## config.mk

```make
export PLATFORM = sky130hd
export DESIGN_NAME = pipelined_shifter
export DESIGN_NICKNAME = d
export VERILOG_FILES = /design/src/rtl/shifter_pkg.sv /design/src/rtl/pipelined_shifter_level.sv /design/src/rtl/pipelined_shifter.sv
export SDC_FILE = /design/constraint.sdc
export NUM_CORES = 1
export LEC_CHECK = 0
export ABC_AREA = 1
export ABC_CLOCK_PERIOD_IN_PS = 2000
export BUFFER_PORTS_ARGS = -buffer_cell sky130_fd_sc_hd__buf_2
export CORE_AREA = 2 2 184 96
export DETAILED_ROUTE_END_ITERATION = 8
export DIE_AREA = 0 0 186 98
export PLACE_DENSITY = 0.74
export SETUP_SLACK_MARGIN = 0.5
export SYNTH_ARGS = -nofsm -noshare
export SYNTH_HDL_FRONTEND = slang
export SYNTH_HIERARCHICAL = 1
export SYNTH_SLANG_ARGS = --single-unit
```

## constraint.sdc

```tcl
create_clock -name clk -period 2 [get_ports clk]
set_clock_uncertainty 0.1 [all_clocks]
set_input_delay 0.3 -clock clk [delete_from_list [all_inputs] [get_ports clk]]
set_output_delay 0.3 -clock clk [all_outputs]
set_load 0.005 [all_outputs]
```

## src/rtl/shifter_pkg.sv

```systemverilog
// Shared types and level-split helpers for the pipelined barrel shifter.
// Optional rotate datapath is enabled by defining SHIFTER_ROTATE_EN.
package shifter_pkg;

  typedef logic [1:0] shift_op_t;

  localparam shift_op_t OP_SLL = 2'b00;
  localparam shift_op_t OP_SRL = 2'b01;
  localparam shift_op_t OP_SRA = 2'b10;
  localparam shift_op_t OP_ROR = 2'b11;

  function automatic int levels_per_stage(int width, int stages);
    return $clog2(width) / stages;
  endfunction

  // Leading stages absorb the remainder levels.
  function automatic int stage_levels(int width, int stages, int k);
    int l;
    l = $clog2(width);
    return levels_per_stage(width, stages) + ((k < (l % stages)) ? 1 : 0);
  endfunction

  function automatic int stage_first(int width, int stages, int k);
    int f;
    f = 0;
    for (int j = 0; j < k; j++) f += stage_levels(width, stages, j);
    return f;
  endfunction

endpackage

```

## src/rtl/pipelined_shifter_level.sv

```systemverilog
// One combinational barrel-shifter mux level shifting by DIST.
// Rotate mux only exists when SHIFTER_ROTATE_EN is defined.
module shift_level
  import shifter_pkg::*;
#(
  parameter int WIDTH = 32,
  parameter int DIST  = 1
) (
  input  logic [1:0]       op,
  input  logic             fill,
  input  logic             en,
  input  logic [WIDTH-1:0] data_i,
  output logic [WIDTH-1:0] data_o
);

  always_comb begin
    data_o = data_i;
    if (en) begin
      case (op)
        OP_SLL: data_o = data_i << DIST;
        OP_SRA: data_o = {{DIST{fill}}, data_i[WIDTH-1:DIST]};
`ifdef SHIFTER_ROTATE_EN
        OP_ROR: data_o = {data_i[DIST-1:0], data_i[WIDTH-1:DIST]};
`endif
        default: data_o = data_i >> DIST;
      endcase
    end
  end

endmodule

```

## src/rtl/pipelined_shifter.sv

```systemverilog
// Pipelined barrel shifter with valid/ready on both sides.
// Define SHIFTER_ROTATE_EN to build rotate-right for op 11.
module pipelined_shifter
  import shifter_pkg::*;
#(
  parameter int WIDTH  = 32,
  parameter int STAGES = 2,
  parameter int TAG_W  = 4
) (
  input  logic             clk,
  input  logic             rst,
  input  logic             in_valid,
  output logic             in_ready,
  input  logic [1:0]       in_op,
  input  logic [WIDTH-1:0] in_data,
  input  logic [WIDTH-1:0] in_amt,
  input  logic [TAG_W-1:0] in_tag,
  output logic             out_valid,
  input  logic             out_ready,
  output logic [WIDTH-1:0] out_data,
  output logic [TAG_W-1:0] out_tag,
  output logic             out_zero
);

  localparam int L  = $clog2(WIDTH);
  localparam int LS = STAGES - 1;

  logic             v_q    [STAGES];
  logic             v_d    [STAGES];
  logic [1:0]       op_q   [STAGES];
  logic [1:0]       op_d   [STAGES];
  logic             fill_q [STAGES];
  logic             fill_d [STAGES];
  logic             oor_q  [STAGES];
  logic             oor_d  [STAGES];
  logic [L-1:0]     amt_q  [STAGES];
  logic [L-1:0]     amt_d  [STAGES];
  logic [WIDTH-1:0] data_q [STAGES];
  logic [WIDTH-1:0] data_d [STAGES];
  logic [TAG_W-1:0] tag_q  [STAGES];
  logic [TAG_W-1:0] tag_d  [STAGES];
  logic             zero_q;
  logic             zero_d;

  logic             s_v    [STAGES];
  logic [1:0]       s_op   [STAGES];
  logic             s_fill [STAGES];
  logic             s_oor  [STAGES];
  logic [L-1:0]     s_amt  [STAGES];
  logic [WIDTH-1:0] s_data [STAGES];
  logic [TAG_W-1:0] s_tag  [STAGES];
  logic [WIDTH-1:0] shifted [STAGES];
  logic             load   [STAGES+1];
  logic [WIDTH-1:0] last_data;

  always_comb begin
    s_v[0]    = in_valid;
    s_op[0]   = in_op;
    s_fill[0] = in_data[WIDTH-1];
    s_oor[0]  = |(in_amt >> L);
    s_amt[0]  = in_amt[L-1:0];
    s_data[0] = in_data;
    s_tag[0]  = in_tag;
    for (int k = 1; k < STAGES; k++) begin
      s_v[k]    = v_q[k-1];
      s_op[k]   = op_q[k-1];
      s_fill[k] = fill_q[k-1];
      s_oor[k]  = oor_q[k-1];
      s_amt[k]  = amt_q[k-1];
      s_data[k] = data_q[k-1];
      s_tag[k]  = tag_q[k-1];
    end
  end

  for (genvar k = 0; k < STAGES; k++) begin : g_stage
    localparam int N = stage_levels(WIDTH, STAGES, k);
    localparam int F = stage_first(WIDTH, STAGES, k);
    logic [WIDTH-1:0] chain [N+1];
    assign chain[0] = s_data[k];
    for (genvar j = 0; j < N; j++) begin : g_lvl
      shift_level #(
        .WIDTH (WIDTH),
        .DIST  (1 << (F + j))
      ) u_lvl (
        .op     (s_op[k]),
        .fill   (s_fill[k]),
        .en     (s_amt[k][F+j]),
        .data_i (chain[j]),
        .data_o (chain[j+1])
      );
    end
    assign shifted[k] = chain[N];
  end

  // Out-of-range amounts override the mux result; rotate keeps amt mod WIDTH.
  always_comb begin
    last_data = shifted[LS];
    if (s_oor[LS]) begin
      if (s_op[LS] == OP_SRA) begin
        last_data = {WIDTH{s_fill[LS]}};
      end else begin
`ifdef SHIFTER_ROTATE_EN
        if (s_op[LS] != OP_ROR) last_data = '0;
`else
        last_data = '0;
`endif
      end
    end
  end

  always_comb begin
    load[STAGES] = out_ready;
    for (int k = STAGES - 1; k >= 0; k--) begin
      load[k] = ~v_q[k] | load[k+1];
    end
    for (int k = 0; k < STAGES; k++) begin
      v_d[k]    = load[k] ? s_v[k] : v_q[k];
      op_d[k]   = op_q[k];
      fill_d[k] = fill_q[k];
      oor_d[k]  = oor_q[k];
      amt_d[k]  = amt_q[k];
      data_d[k] = data_q[k];
      tag_d[k]  = tag_q[k];
      if (load[k] && s_v[k]) begin
        op_d[k]   = s_op[k];
        fill_d[k] = s_fill[k];
        oor_d[k]  = s_oor[k];
        amt_d[k]  = s_amt[k];
        data_d[k] = shifted[k];
        tag_d[k]  = s_tag[k];
      end
    end
    zero_d = zero_q;
    if (load[LS] && s_v[LS]) begin
      data_d[LS] = last_data;
      zero_d     = (last_data == '0);
    end
  end

  always_ff @(posedge clk) begin
    if (rst) begin
      for (int k = 0; k < STAGES; k++) begin
        v_q[k]    <= 1'b0;
        op_q[k]   <= '0;
        fill_q[k] <= 1'b0;
        oor_q[k]  <= 1'b0;
        amt_q[k]  <= '0;
        data_q[k] <= '0;
        tag_q[k]  <= '0;
      end
      zero_q <= 1'b0;
    end else begin
      for (int k = 0; k < STAGES; k++) begin
        v_q[k]    <= v_d[k];
        op_q[k]   <= op_d[k];
        fill_q[k] <= fill_d[k];
        oor_q[k]  <= oor_d[k];
        amt_q[k]  <= amt_d[k];
        data_q[k] <= data_d[k];
        tag_q[k]  <= tag_d[k];
      end
      zero_q <= zero_d;
    end
  end

  assign in_ready  = load[0];
  assign out_valid = v_q[LS];
  assign out_data  = data_q[LS];
  assign out_tag   = tag_q[LS];
  assign out_zero  = zero_q;

endmodule

```

# Word-level counts from Yosys, hierarchy flattened
# Memories as Yosys holds them, arrays and structs flattened.
# Index checks and enable logic that the tools add are counted.
[op_classes] n_eq_ne=3 muxes=43 bitwise=18 n_reduce_logical=7
[op_table] op="two-way mux 32 bit" count=11
[op_table] op="one-hot mux 32 bit (2 select lines)" count=5
[op_table] op="logical NOT 32 bit" count=1
[op_table] op="OR reduction 27 bit" count=1
[op_table] op="two-way mux 5 bit" count=4
[op_table] op="two-way mux 4 bit" count=4
[op_table] op="OR 1 bit" count=16
[op_table] op="two-way mux 1 bit" count=15
[op_table] op="two-way mux 2 bit" count=4
[op_table] op="== test 2 bit (second input constant)" count=2
[op_table] op="logical NOT 2 bit" count=2
[op_table] op="logical AND 1 bit" count=2
[op_table] op="NOT 1 bit" count=2
[op_table] op="AND reduction 2 bit" count=1
[op_table] op="!= test 1 bit (second input constant)" count=1
[word_totals] ff_bits=1 ramBits=92 input_bits=74 memories=7
[memory_table] memory="data_q" words=2 width=32 read_ports=2 rd_ports_with_merged_regs=0 write_ports=2 line_no="pipelined_shifter.sv:38" rtl="logic [WIDTH-1:0] data_q [STAGES];"
[memory_table] memory="amt_q" words=2 width=5 read_ports=1 rd_ports_with_merged_regs=0 write_ports=2 line_no="pipelined_shifter.sv:36" rtl="logic [L-1:0] amt_q [STAGES];"
[memory_table] memory="tag_q" words=2 width=4 read_ports=2 rd_ports_with_merged_regs=0 write_ports=2 line_no="pipelined_shifter.sv:40" rtl="logic [TAG_W-1:0] tag_q [STAGES];"
[memory_table] memory="op_q" words=2 width=2 read_ports=1 rd_ports_with_merged_regs=0 write_ports=2 line_no="pipelined_shifter.sv:30" rtl="logic [1:0] op_q [STAGES];"
[memory_table] memory="fill_q" words=2 width=1 read_ports=1 rd_ports_with_merged_regs=0 write_ports=2 line_no="pipelined_shifter.sv:32" rtl="logic fill_q [STAGES];"
[memory_table] memory="oor_q" words=2 width=1 read_ports=1 rd_ports_with_merged_regs=0 write_ports=2 line_no="pipelined_shifter.sv:34" rtl="logic oor_q [STAGES];"
[memory_table] memory="1 more memories"

# Logic depth before layout (Yosys ltp)
# Gate-level depths: netlist of the first run.
[logic_depth] ltp_word=9 ltp_mapped=17

# By module
# Netlist of the first run, hierarchy kept.
[by_module_without_submodules] module="pipelined_shifter" instances=1 cells_per_inst=431 area_each_um2=3365.7
[by_module_without_submodules] module="shift_level (g_stage[0].g_lvl[0].u_lvl)" instances=1 cells_per_inst=208 area_each_um2=864.6
[by_module_without_submodules] module="shift_level (g_stage[0].g_lvl[1].u_lvl)" instances=1 cells_per_inst=205 area_each_um2=848.3
[by_module_without_submodules] module="shift_level (g_stage[0].g_lvl[2].u_lvl)" instances=1 cells_per_inst=196 area_each_um2=834.6
[by_module_without_submodules] module="shift_level (g_stage[1].g_lvl[0].u_lvl)" instances=1 cells_per_inst=184 area_each_um2=802.0
[by_module_without_submodules] module="shift_level (g_stage[1].g_lvl[1].u_lvl)" instances=1 cells_per_inst=143 area_each_um2=620.6

# Worst setup path before layout of the first run
# No wires, ideal clock.
[synth_path] path_kind="reg2reg" start="mem op_q[0][1]" end="reg zero_q (netlist: out_zero)" setup_ns=0.066 arrival_ns=1.760 required_ns=1.834 slack_ns=0.074 stages_incl_launch_ff=17 path_buffers=1 cell_sequence="edfxtp_1 nor2_4 buf_4 nand2_1 nand3_1 nand2_1 nand2_1 nand2_1 nand2_1 nand2_1 nand2_1 nand2_1 nor2_1 nand2_1 nor2_1 nand3_1 a21oi_2"
[synth_rtl] element="start: declaration" line_no="pipelined_shifter.sv:30"
[synth_rtl] element="end signal: assignment" line_no="pipelined_shifter.sv:162" rtl="zero_q <= zero_d;"
[synth_rtl] element="end: declaration" line_no="pipelined_shifter.sv:42" rtl="logic zero_q;"

==> results of run 1 <==
==> registers in the layout, indices dropped and copies added (netlist names) <==
| name | cells |
|---|---|
| op_q | 2 |
| fill_q | 1 |
| amt_q | 2 |
| tag_q | 8 |
| oor_q | 1 |
| data_q | 64 |
| v_q | 2 |
| out_zero | 1 |
==> synth_stat cells, drive strengths merged, types with 4 or more instances <==
library cell | n | area (um2)
a31oi | 6 | 37.5
dfxtp | 75 | 1500
o21ai | 104 | 521
a21oi | 30 | 165
clkbuf | 14 | 67.6
nor2 | 112 | 455
buf | 99 | 731
nand3 | 122 | 628
edfxtp | 6 | 180
nand2 | 636 | 2420
nor4 | 4 | 25.0
inv | 154 | 578
==> power by group <==
group / internal, mW / total [mW] / switching (mW)
Clock: 0.867 / 1.62 / 0.749
Combinational: 1.01 / 2.52 / 1.51
Sequential: 1.76 / 1.87 / 0.106
==> cell usage in the layout, fill, tap and decap left out, drive strengths merged <==
cell,count
a21oi,30
a31oi,6
buf,235
clkbuf,10
clkinv,1
clkinvlp,2
dfxtp,75
edfxtp,6
inv,159
nand2,637
nand3,123
nand3b,1
nand4,2
nor2,113
nor3,1
nor4,4
o21ai,104
==> layer usage <==
layer,global-route usage [%],vias to the layer above
li1,-,4453
met1,41.5,4212
met2,36.7,481
met3,8.77,43
met4,4.66,0
met5,0,-
==> kinds of logic after synthesis <==
logic type,Yosys count,synth area share (%)
DFF,81,22.9
buffers and inverters,268,18.8
and+or+nand+nor,878,48.4
AOI/OAI and AO/OA,140,9.86
==> per-stage QoR <==
step / cell area, um2 / utilization (%) / hold WS (ns) / setup slack, ns / power, mW
global route: 10500 / 62.7 / 0.113 / -0.363 / 6.31
detailed placement: 8060 / 48.0 / 0.376 / -0.249 / 3.59
finish: 10500 / 62.7 / 0.101 / -0.253 / 6.01
CTS: 9490 / 56.5 / 0.0910 / -0.0876 / 5.56
floorplan: 7430 / - / 0.347 / 0.106 / 3.14
global placement: 8060 / 48.0 / 0.366 / -0.149 / 3.58
==> critical path, stage by stage (launching register included) <==
cell	delay, ns
edfxtp_1	0.50
buf_6	0.17
buf_6	0.11
buf_4	0.13
inv_4	0.08
nand3_4	0.14
nand2_1	0.11
nand2_1	0.07
nand2_1	0.08
inv_1	0.05
nor2_1	0.16
nor2_2	0.09
buf_4	0.15
buf_4	0.12
a21oi_2	0.11
==> cell type report <==
class,count,area [um2],area share (%)
timing repair buffer,236,2030,19.3
tap,234,293,2.78
inverter,155,604,5.73
clock buffer,9,225,2.14
clock inverter,7,61.3,0.582
sequential,81,1680,16.0
multi-input combinational,1021,5640,53.5
==> path summary, 6_finish.rpt <==
kind                                endpoint  slack, ns                       from  depth (start not counted)
setup / recovery  data_q[0][56]$_SDFFE_PP0N_      -0.25   op_q[0][0]$_SDFFCE_PN0P_                         14
hold reg to reg    data_q[0][7]$_SDFFE_PP0P_       0.39  data_q[0][7]$_SDFFE_PP0P_                          2
hold / removal      tag_q[0][3]$_SDFFE_PP0P_       0.10                  in_tag[3]                          3
setup reg to reg  data_q[0][56]$_SDFFE_PP0N_      -0.25   op_q[0][0]$_SDFFCE_PN0P_                         14
==> timing repair <==
| item | in CTS | in global routing |
|---|---|---|
| gates resized for setup | 222 | 272 |
| buffers inserted | 34 | 22 |
| pin swaps | 147 | 196 |
| gates cloned | 9 | 2 |
| endpoints found under the setup margin | 63 | 70 |
==> reports/results.tsv, run 1 <==
metric	value	unit
cts_max_level	3	
syn_nets	1441	
yosys_register_bits	81	
num-fill-cells	1513	
tns	-1.27	ns
route.met2.wl	10900	um
cts.sinks	81	
cts_hold_buf	0	
clk_pin_slew	0.07	ns
cp-end-kind	flip-flop	
synth.yosys.warnings	6	
drc	0	
powerDensity	570	nW/um2
top_layer	met4	
antenna_found_initial	0	
clk_latency	0.35	ns
grt-ovfl-total	0	
crit_fanout	8	
first_iter_violations	826	
core_area	16800	um2
yosys_most_used_dff	dfxtp_1	
wl_per_cell	15.4	um
maxSlewHeadroom	57.3	%
max_freq	0.444	GHz
place_congestion	0.975	
hp-class	input pin to flip-flop	
fin_crit_sh	113	%
instances_no_fill	1743	
leakage	5.56	nW
grt_usage	27.2	%
tightest_slew	0.640	ns
dr.pass1.iters	6	
syn_inst	1367	
via_per_inst	5.27	
status	complete, but fails checks	
dieArea	18200	um2
post-dp-hpwl	16600	um
num-nets-final	1578	
wirelength	26800	um
finalMaxSlewViolations	0	
drive_above_1_share	44.9	%
maxCapViolCount	0	
areaGrowthSynthToFinish	43.7	%
clk_path_buf_depth	2	
rows	34	
grt_pass1_wl	40000	um
cts_tree	done	
ant_nets	0	
start_util	43.7	%
cts_buffers	9	
syn_avg_cell_area	5.37	um2
cp.required	2.19	ns
worstSetupPathType	flip-flop to flip-flop	
root_buffer	clkbuf_16	
num_vias	9189	
synth_area	7340	um2
wl_met1	12500	um
grt_max_degree	42	
grt_pass1_vias	8146	
timing.final.hold_violations	0	
synth_cell_types	34	
ios	113	
crit_arrival	2.44	ns
start_kind	flip-flop	
die_width	186	um
final.min_clock_period	2.25	ns
rsz0062_at_grt	true	
async_reset_ff_share	0	%
yosysSeqAreaShare	22.9	%
io_buffer_count	112	
route.met3.wl	3100	um
setup_viol	12	
n_antenna_cell	0	
failed_checks	setup timing	
die_y	98	um
synth-edff-count	6	
place_inst	1660	
vdd_ir_drop_max	417	uV
worst_slack	-0.253	ns
Note: power is estimated with default switching activity, not from simulation.
==> run 2, diff against run 1 <==
- GPL_ROUTABILITY_DRIVEN: default -> 0
- SETUP_SLACK_MARGIN: 0.5 -> 0.2
==> run 2 against run 1 <==
Effect of this change:
- the run still ends with setup timing left
- fmax grew 0.71%
- total power is 4.7% lower
- routed wire length decreased by 14%
- sequential power about the same
- sequential share of layout area up 2.2 points
- die area did not move
- critical path depth shrank 1
- cell area shrank 12%
- count of clock-buffer cells in the layout stayed put
- critical endpoint is now out_zero$_SDFFE_PP0N_
==> reports/results.tsv, run 2 (synthesis results as in run 1) <==
metric	value	unit	change
tns	-0.533	ns	was -1.27 ns
cp-end-kind	flip-flop		unchanged
post-place-ws	-0.219	ns	was -0.249 ns
ios	113		unchanged
wl_per_cell	13.5	um	was 15.4 um
wirelength	23200	um	was 26800 um
grt_usage	23.8	%	was 27.2%
hp-class	input pin to flip-flop		unchanged
fin_crit_sh	112	%	was 113%
layout_commonest_cell	nand2_1		unchanged
root_buffer	clkbuf_16		unchanged
num-nets-final	1547		was 1578
num_vias	8770		was 9189
final.min_clock_period	2.24	ns	was 2.25 ns
vdd_ir_drop_max	445	uV	was 417 uV
instances_no_fill	1712		was 1743
post-dp-hpwl	16100	um	was 16600 um
status	complete, but fails checks		unchanged
grt_max_degree	38		was 42
tightest_slew	0.588	ns	was 0.640 ns
ant_nets	0		unchanged
die_width	186	um	unchanged
start_kind	flip-flop		unchanged
powerDensity	617	nW/um2	was 570 nW/um2
leakage	5.07	nW	was 5.56 nW
finalMaxSlewViolations	0		unchanged
grt_pass1_vias	7390		was 8146
rows	34		unchanged
io_buffer_count	112		unchanged
cts.sinks	81		unchanged
cts_buffers	9		unchanged
largest_registers	data_q x64, tag_q x8		unchanged
worst_slack	-0.237	ns	was -0.253 ns
cts_max_level	3		unchanged
maxCapViolCount	0		unchanged
pwr-share-seq	32.5	%	was 31.1%
combPwrFrac	36.5	%	was 42.0%
drc	0		unchanged
rsz0062_at_grt	true		unchanged
clk_latency	0.35	ns	about the same
crit_arrival	2.41	ns	was 2.44 ns
dieArea	18200	um2	unchanged
grt_pass1_wl	35700	um	was 40000 um
start_util	43.7	%	unchanged
timing.final.hold_violations	0		unchanged
via_per_inst	5.12		was 5.27
final_cell_mix	nand2_1 (550), buf_2 (110), nor2_1 (102)		was nand2_1 (420), nand2_2 (175), buf_2 (110)
p_total	5.72	mW	was 6.01 mW
pwr-share-clk	31.0	%	was 26.9%
critPathMaxStageDelay	0.46	ns	was 0.50 ns
die_y	98	um	unchanged
place_inst	1670		was 1660
first_iter_violations	973		was 826
drive_above_1_share	29.5	%	was 44.9%
clk_pin_slew	0.06	ns	was 0.07 ns
worstSetupPathType	flip-flop to flip-flop		unchanged
areaGrowthSynthToFinish	26.5	%	was 43.7%
cp.required	2.18	ns	was 2.19 ns
antenna_found_initial	1		was 0
maxSlewHeadroom	60.7	%	was 57.3%
core_area	16800	um2	unchanged
grt-ovfl-total	0		unchanged
n_antenna_cell	0		unchanged
top_register	data_q		unchanged
failed_checks	setup timing		unchanged
p_int	3.68	mW	was 3.64 mW
clk_path_buf_depth	2		unchanged
crit_fanout	8		unchanged
critPathSlowestCell	edfxtp_1		unchanged
regToRegSetupSlack	-0.24	ns	was -0.25 ns
largest_register_ffs	64		unchanged
swShare	35.6	%	was 39.4%
cts_tree	done		unchanged
path_cells	buf_4 -> buf_4 -> nor2_4 -> buf_4 -> clkbuf_16 -> o21ai_2 -> nand2_1 -> nand2_1 -> nor2_1 -> nand2_1 -> nor2_1 -> nand3_1 -> a21oi_2		was buf_6 -> buf_6 -> buf_4 -> inv_4 -> nand3_4 -> nand2_1 -> nand2_1 -> nand2_1 -> inv_1 -> nor2_1 -> nor2_2 -> buf_4 -> buf_4 -> a21oi_2
max_freq	0.447	GHz	was 0.444 GHz
setup_viol	6		was 12
dr.pass1.iters	5		was 6
p_sw	2.04	mW	was 2.37 mW
## run 2: power groups by stage
stage | clock (mW) | sequential (mW) | combinational [mW]
CTS | 1.80 | 1.86 | 1.78
global route | 1.85 | 1.88 | 2.31
detailed placement | 0 | 1.89 | 1.68
finish | 1.77 | 1.86 | 2.09
floorplan | 0 | 1.87 | 1.23
global placement | 0 | 1.89 | 1.66
## run 2: path summary, 6_finish.rpt
kind                                                start                         to  depth (start not counted)
worst max-delay path             op_q[0][1]$_SDFFCE_PN0P_      out_zero$_SDFFE_PP0N_                         13
worst max register to register   op_q[0][1]$_SDFFCE_PN0P_      out_zero$_SDFFE_PP0N_                         13
worst min-delay path                            in_tag[0]   tag_q[0][0]$_SDFFE_PP0P_                          3
worst min register to register  data_q[0][0]$_SDFFE_PP0P_  data_q[0][0]$_SDFFE_PP0P_                          2
## run 2: per-layer routing
| metal | up-vias | GRT usage (%) | share of wire (%) |
|---|---|---|---|
| li1 | 4388 | - | - |
| met1 | 3920 | 37.3 | 48 |
| met2 | 442 | 32.3 | 39 |
| met3 | 18 | 6.23 | 13 |
| met4 | 2 | 4.06 | 0.73 |
| met5 | - | 0 | 0.048 |
## run 2: through the flow
stage | utilization [%] | instance area, um2 | hold WS (ns)
6_report | 55.2 | 9280 | 0.105
5_1_grt | 55.2 | 9280 | 0.119
4_1_cts | 51.2 | 8610 | 0.0938
3_5_place_dp | 48.2 | 8090 | 0.378
3_3_place_gp | 48.2 | 8090 | 0.366
2_1_floorplan | - | 7340 | 0.346
## run 2: area by class of cell
cell class	instances	area [um2]
Tap cell	234	293
Clock inverter	7	95.1
Fill cell	1668	7520
Sequential cell	81	1680
Multi-Input combinational cell	1019	4770
Timing Repair Buffer	207	1630
Inverter	155	582
Clock buffer	9	225
## run 2: timing repair
action,in CTS,in global routing
setup endpoints to repair,13,51
pin swaps,9,113
hold endpoints to repair,0,0
cloned,2,5
resized for setup,22,227
buffers inserted,10,9
hold buffers,0,0
## run 2: worst max-delay path: cells and delay by family (launching register included)
kind	cells	cell delay (ns)
flip-flops	1	0.46
buffers and inverters	4	0.65
AO/OA/AOI/OAI	2	0.20
AND/OR/NAND/NOR	7	0.75
